[src/rtl/watch_time_datapath.sv]
// rtl/watch_time_datapath.sv - watch and stopwatch time counters with 100 Hz prescalers and display select
// Watch takes per-field edits; stopwatch takes run/clear; output shows the selected counter.

module watch_field_step #(
    parameter int             W   = 7,
    parameter logic [W-1:0]   MAX = '1
) (
    input  logic [W-1:0] val_i,
    input  logic         dec_i,
    output logic [W-1:0] nxt_o,
    output logic         at_max_o
);
    always_comb begin
        at_max_o = (val_i == MAX);
        if (dec_i) begin
            nxt_o = (val_i == '0) ? MAX : val_i - W'(1);
        end else begin
            nxt_o = at_max_o ? '0 : val_i + W'(1);
        end
    end
endmodule

module watch_time_datapath #(
    parameter int TICK_DIV  = 1_000_000,
    parameter int INIT_HOUR = 12
) (
    input  logic       clk,
    input  logic       reset,
    input  logic       i_run_stop,
    input  logic       i_clear,
    input  logic [1:0] i_edit_msec,
    input  logic [1:0] i_edit_sec,
    input  logic [1:0] i_edit_min,
    input  logic [1:0] i_edit_hour,
    input  logic       i_watch_select,
    output logic [6:0] o_msec,
    output logic [5:0] o_sec,
    output logic [5:0] o_min,
    output logic [4:0] o_hour
);
    localparam int              CW        = (TICK_DIV > 2) ? $clog2(TICK_DIV) : 1;
    localparam logic [CW-1:0]   TICK_LAST = CW'(TICK_DIV - 1);

    logic [CW-1:0] w_cnt_q, w_cnt_d;
    logic [CW-1:0] s_cnt_q, s_cnt_d;

    logic [6:0] w_msec_q, w_msec_d, s_msec_q, s_msec_d;
    logic [5:0] w_sec_q,  w_sec_d,  s_sec_q,  s_sec_d;
    logic [5:0] w_min_q,  w_min_d,  s_min_q,  s_min_d;
    logic [4:0] w_hour_q, w_hour_d, s_hour_q, s_hour_d;

    logic [6:0] w_msec_nxt, s_msec_nxt;
    logic [5:0] w_sec_nxt,  s_sec_nxt;
    logic [5:0] w_min_nxt,  s_min_nxt;
    logic [4:0] w_hour_nxt, s_hour_nxt;
    logic       w_msec_max, w_sec_max, w_min_max, w_hour_max;
    logic       s_msec_max, s_sec_max, s_min_max, s_hour_max;

    logic w_tick;
    logic s_tick;
    logic any_edit;

    assign w_tick   = (w_cnt_q == TICK_LAST);
    assign s_tick   = i_run_stop && !i_clear && (s_cnt_q == TICK_LAST);
    // Bit 0 marks a valid code (01 or 11); bit 1 then selects decrement.
    assign any_edit = i_edit_msec[0] | i_edit_sec[0] | i_edit_min[0] | i_edit_hour[0];

    watch_field_step #(.W(7), .MAX(7'd99)) u_w_msec (
        .val_i(w_msec_q), .dec_i(i_edit_msec == 2'b11), .nxt_o(w_msec_nxt), .at_max_o(w_msec_max));
    watch_field_step #(.W(6), .MAX(6'd59)) u_w_sec (
        .val_i(w_sec_q),  .dec_i(i_edit_sec == 2'b11),  .nxt_o(w_sec_nxt),  .at_max_o(w_sec_max));
    watch_field_step #(.W(6), .MAX(6'd59)) u_w_min (
        .val_i(w_min_q),  .dec_i(i_edit_min == 2'b11),  .nxt_o(w_min_nxt),  .at_max_o(w_min_max));
    watch_field_step #(.W(5), .MAX(5'd23)) u_w_hour (
        .val_i(w_hour_q), .dec_i(i_edit_hour == 2'b11), .nxt_o(w_hour_nxt), .at_max_o(w_hour_max));

    watch_field_step #(.W(7), .MAX(7'd99)) u_s_msec (
        .val_i(s_msec_q), .dec_i(1'b0), .nxt_o(s_msec_nxt), .at_max_o(s_msec_max));
    watch_field_step #(.W(6), .MAX(6'd59)) u_s_sec (
        .val_i(s_sec_q),  .dec_i(1'b0), .nxt_o(s_sec_nxt),  .at_max_o(s_sec_max));
    watch_field_step #(.W(6), .MAX(6'd59)) u_s_min (
        .val_i(s_min_q),  .dec_i(1'b0), .nxt_o(s_min_nxt),  .at_max_o(s_min_max));
    watch_field_step #(.W(5), .MAX(5'd23)) u_s_hour (
        .val_i(s_hour_q), .dec_i(1'b0), .nxt_o(s_hour_nxt), .at_max_o(s_hour_max));

    always_comb begin
        w_cnt_d = w_tick ? '0 : w_cnt_q + CW'(1);
        s_cnt_d = s_cnt_q;
        if (i_clear) begin
            s_cnt_d = '0;
        end else if (i_run_stop) begin
            s_cnt_d = (s_cnt_q == TICK_LAST) ? '0 : s_cnt_q + CW'(1);
        end
    end

    // Any valid edit swallows a coincident tick; the prescaler is unaffected.
    always_comb begin
        w_msec_d = w_msec_q;
        w_sec_d  = w_sec_q;
        w_min_d  = w_min_q;
        w_hour_d = w_hour_q;
        if (any_edit) begin
            if (i_edit_msec[0]) w_msec_d = w_msec_nxt;
            if (i_edit_sec[0])  w_sec_d  = w_sec_nxt;
            if (i_edit_min[0])  w_min_d  = w_min_nxt;
            if (i_edit_hour[0]) w_hour_d = w_hour_nxt;
        end else if (w_tick) begin
            w_msec_d = w_msec_nxt;
            if (w_msec_max) begin
                w_sec_d = w_sec_nxt;
                if (w_sec_max) begin
                    w_min_d = w_min_nxt;
                    if (w_min_max) w_hour_d = w_hour_nxt;
                end
            end
        end
    end

    always_comb begin
        s_msec_d = s_msec_q;
        s_sec_d  = s_sec_q;
        s_min_d  = s_min_q;
        s_hour_d = s_hour_q;
        if (i_clear) begin
            s_msec_d = '0;
            s_sec_d  = '0;
            s_min_d  = '0;
            s_hour_d = '0;
        end else if (s_tick) begin
            s_msec_d = s_msec_nxt;
            if (s_msec_max) begin
                s_sec_d = s_sec_nxt;
                if (s_sec_max) begin
                    s_min_d = s_min_nxt;
                    if (s_min_max) s_hour_d = s_hour_nxt;
                end
            end
        end
    end

    always_ff @(posedge clk or posedge reset) begin
        if (reset) begin
            w_cnt_q  <= '0;
            s_cnt_q  <= '0;
            w_msec_q <= '0;
            w_sec_q  <= '0;
            w_min_q  <= '0;
            w_hour_q <= 5'(INIT_HOUR);
            s_msec_q <= '0;
            s_sec_q  <= '0;
            s_min_q  <= '0;
            s_hour_q <= '0;
        end else begin
            w_cnt_q  <= w_cnt_d;
            s_cnt_q  <= s_cnt_d;
            w_msec_q <= w_msec_d;
            w_sec_q  <= w_sec_d;
            w_min_q  <= w_min_d;
            w_hour_q <= w_hour_d;
            s_msec_q <= s_msec_d;
            s_sec_q  <= s_sec_d;
            s_min_q  <= s_min_d;
            s_hour_q <= s_hour_d;
        end
    end

    always_comb begin
        if (i_watch_select) begin
            o_msec = s_msec_q;
            o_sec  = s_sec_q;
            o_min  = s_min_q;
            o_hour = s_hour_q;
        end else begin
            o_msec = w_msec_q;
            o_sec  = w_sec_q;
            o_min  = w_min_q;
            o_hour = w_hour_q;
        end
    end

    logic unused_max;
    assign unused_max = w_hour_max ^ s_hour_max;
endmodule

[config.mk]
export PLATFORM = sky130hd
export DESIGN_NAME = watch_time_datapath
export DESIGN_NICKNAME = d
export VERILOG_FILES = /design/src/rtl/watch_time_datapath.sv
export SDC_FILE = /design/constraint.sdc
export NUM_CORES = 1
export LEC_CHECK = 0
export BUFFER_PORTS_ARGS = -buffer_cell sky130_fd_sc_hd__buf_4
export CAP_MARGIN = 25
export CORE_ASPECT_RATIO = 0.9
export CORE_MARGIN = 5
export CORE_UTILIZATION = 56
export CTS_BUF_LIST = sky130_fd_sc_hd__clkbuf_16
export DETAILED_ROUTE_END_ITERATION = 8
export PLACE_DENSITY_LB_ADDON = 0.1
export SETUP_SLACK_MARGIN = 0.3
export SYNTH_ARGS = -nofsm -noshare
export SYNTH_HDL_FRONTEND = slang
export SYNTH_SLANG_ARGS = --single-unit
[constraint.sdc]
create_clock -name clk -period 2.8 [get_ports clk]
set_input_delay 0.56 -clock clk [delete_from_list [all_inputs] [get_ports clk]]
set_output_delay 0.56 -clock clk [all_outputs]
set_load 0.01 [all_outputs]
==> impl_metrics.env <==
export IMPL_clockRootBuffer="clkbuf_16"
export IMPL_synth_top_family_by_area="simple AND/OR/NAND/NOR gates"
export IMPL_max_stage_delay_ns=0.59
export IMPL_numCtsBuffers=9
export IMPL_max_vdd_ir_drop_mv=0.437
export IMPL_nFillCells=808
export IMPL_worst_slack_ns=0.287
export IMPL_dieArea_sq_um=12200
export IMPL_port_buffers=36
export IMPL_drt_iter0_drc=378
export IMPL_worstSetupPathType="reg2reg"
export IMPL_die_y_um=105
export IMPL_io_pin_count=37
export IMPL_crit_family="simple AND/OR/NAND/NOR gates"
export IMPL_grt_pass1_vias=4796
export IMPL_crit_required_ns=3.00
export IMPL_antenna_found_initial=0
export IMPL_finalSetupViolations=0
export IMPL_hold_viol_final=0
export IMPL_ant_nets=0
export IMPL_crit_arrival_ns=2.71
export IMPL_synthFlopType="dfrtp_1"
export IMPL_drtPass1Iterations=5
export IMPL_fin_area_sq_um=6420
export IMPL_cts_sinks=88
export IMPL_place_area_sq_um=6050
export IMPL_nNetsFinal=697
export IMPL_grt_max_degree=62
export IMPL_dp_hpwl_mm=9.53
export IMPL_path_cells="or4bb_1 -> nor4_2 -> a31oi_2 -> o31ai_1 -> o31ai_1"
export IMPL_areaGrowthSynthToFinish_pct=13.1
export IMPL_rr_startpoint="w_cnt_q[6]"
export IMPL_synth_mux_area_fraction_pct=3.68
export IMPL_holdCritPathClass="in2async"
export IMPL_avgViaCountPerCell=6.22
export IMPL_crit_slowest_cell="or4bb_1"
export IMPL_htreeDepth=3
export IMPL_synth_edff_count=0
export IMPL_multi_input_area_sq_um=3320
export IMPL_synthSimpleGateAreaFrac_pct=26.1
export IMPL_start_util_pct=58.0
export IMPL_synth_seq_cells=88
export IMPL_start_kind="flop"
export IMPL_seq_area_sq_um=2200
export IMPL_diodes=0
export IMPL_place_ws_ns=0.246
export IMPL_placedCellCount=782
export IMPL_worst_slew_pin_slew_ns=0.623
export IMPL_fin_crit_ns=2.51
export IMPL_clk_pin_slew_ns=0.07
export IMPL_synthDominantCellAreaShare_pct=37.9
export IMPL_final_layout_size_suffix_gt1_share_pct=14.7
export IMPL_cts_tree="built"
export IMPL_drcViolationCount=0
export IMPL_seq_area_frac_synth_pct=38.9
export IMPL_status="finished clean"
export IMPL_clock_tree_buffer_depth=2
export IMPL_endpoint="w_min_q[5]"
export IMPL_synthTopCellsByArea="dfrtp_1 38%, o21ai_0 4.8%, nor2_1 4.3%, ha_1 3.7%, nand3_1 3.7%"
export IMPL_yosys_warnings=0
export IMPL_max_cap_violations=0
export IMPL_end_kind="flop"
export IMPL_num_vias=4960
export IMPL_clock_skew_ns=0.00926
export IMPL_leakage_nw=2.67
export IMPL_synth_compound_area_share_pct=17.4
export IMPL_chipWidth_um=116
export IMPL_clkLatencyLatePin_ns=0.34
export IMPL_min_period_over_period_pct=89.7
export IMPL_synthXorXnorAreaFrac_pct=6.64
export IMPL_track_usage_pct=23.0
export IMPL_async_reset_ff_share_pct=100
export IMPL_ys_types=67
export IMPL_powerDensity_nw_per_um2=667
export IMPL_grt_overflow_total=0
export IMPL_coreArea_sq_um=9780
export IMPL_cpMostUsedCell="o31ai_1"
export IMPL_layoutNonFillerInstCount=798
export IMPL_routedWlPerCell_um=16.9
export IMPL_relSlewSlack_pct=58.4
export IMPL_syn_area_sq_um=5670
export IMPL_rsz0062_at_grt="true"
export IMPL_wl_mm=13.5
export IMPL_rows=34
export IMPL_worstSetupStartpoint="w_cnt_q[6]"
export IMPL_max_freq_mhz=398
export IMPL_reg2reg_slack_ns=0.29
export IMPL_report_final_slew_viol_count=0
export IMPL_worstReg2RegEnd="w_min_q[5]"
export IMPL_synthAdderAreaFrac_pct=3.75
export IMPL_holdBufCountCts=0
export IMPL_syn_area_per_cell_sq_um=8.78
export IMPL_critical_path_buf_inv_count=0
export IMPL_yosys_area_top_type="dfrtp_1"
export IMPL_grt_pass1_wl_mm=23.1
export IMPL_gp_congestion=0.886
export IMPL_critical_path_depth=5
export IMPL_syn_nets=676
export IMPL_cp_max_fo=11
export IMPL_syn_inst=646
export IMPL_worstRegToRegCells=5
export IMPL_tns_ns=0
==> repair_timing <==
item / in CTS / in global routing
setup buffers: 0 / 0
gates cloned: 0 / 0
gates resized for setup: 1 / 9
endpoints found under the setup margin: 2 / 25
==> layout make-up <==
cell class,instances,share of cell area (%)
flip-flops and latches,88,34.3
inverters,20,1.23
multi-input cells,504,51.7
repair buffers,44,5.34
clock buffers,9,3.51
clock inverters,7,1.46
well taps,126,2.46
==> worst reg2reg max path: cells and delay by family (launching register included) <==
family             cells  cell delay (ns)
and+or+nand+nor        2             1.14
DFF                    1             0.44
AOI/OAI and AO/OA      3             0.79
==> Yosys cell counts, types with 9 or more instances <==
cell type  instances
a21oi_1           18
a31oi_1            9
and2_1             9
and3_1            16
clkbuf_1          28
dfrtp_1           86
ha_1              17
inv_1             20
mux2_2            15
nand2_1           54
nand3_1           42
nand4_1           11
nor2_1            65
nor3_1            13
o21ai_0           54
o31ai_1           20
xnor2_1           24
xor2_1            19
==> flip-flops by register name (all words and copies together) (netlist names), 6 cells and up <==
name,count
s_sec_q,6
w_msec_q,7
s_cnt_q,20
s_msec_q,7
s_min_q,6
w_sec_q,6
w_cnt_q,20
w_min_q,6
==> worst min-delay path by stage <==
stage	startpoint	endpoint	slack, ns	cells after the start
global route	reset	w_hour_q[4]	0.35	2
floorplan	w_cnt_q[19]	w_cnt_q[19]	0.44	1
detailed placement	w_cnt_q[19]	w_cnt_q[19]	0.48	1
finish	reset	s_cnt_q[7]	0.29	2
CTS	reset	s_hour_q[2]	0.31	2
global placement	w_cnt_q[0]	w_cnt_q[0]	0.47	1
==> layer usage <==
layer | global-route usage, % | up-vias | part of all wire (%)
met3 | 4.87 | 26 | 5.7
met2 | 33.9 | 166 | 45
met4 | 7.21 | 0 | 1.8
met1 | 33.8 | 2359 | 47
met5 | 0 | - | 0
li1 | - | 2409 | -
==> kinds of logic after synthesis <==
| group | after synthesis |
|---|---|
| buffers and inverters | 54 |
| DFF | 88 |
| muxes | 19 |
| adders and majority gates | 17 |
| and+or+nand+nor | 276 |
| AOI/OAI and AO/OA | 149 |
| xor gates and xnor gates | 43 |
==> stage by stage <==
| stage | hold WS, ns | power, W | utilization, % |
|---|---|---|---|
| after CTS | 0.312 | 0.00429 | 65.2 |
| after floorplan | 0.438 | 0.00257 | - |
| final | 0.294 | 0.00428 | 65.6 |
| after global placement | 0.473 | 0.00292 | 61.9 |
| after detailed placement | 0.477 | 0.00298 | 61.9 |
| after global routing | 0.349 | 0.00455 | 65.6 |
==> where the power goes <==
part | switching [W] | internal (W)
combinational | 0.000644 | 0.000542
sequential | 0.000342 | 0.00146
clock | 0.000514 | 0.000782
total | 0.00150 | 0.00278
==> cell usage in the layout (no fill, tap or decap), types with 16 or more instances in the layout <==
cell type  instances
a21oi_1           18
dfrtp_1           86
nor2_1            65
nand2_1           54
xnor2_1           24
inv_1             19
buf_4             43
o21ai_0           53
nand3_1           42
ha_1              16
o31ai_1           19
xor2_1            19
and3_1            16
Power figures use the tool's default switching activity.
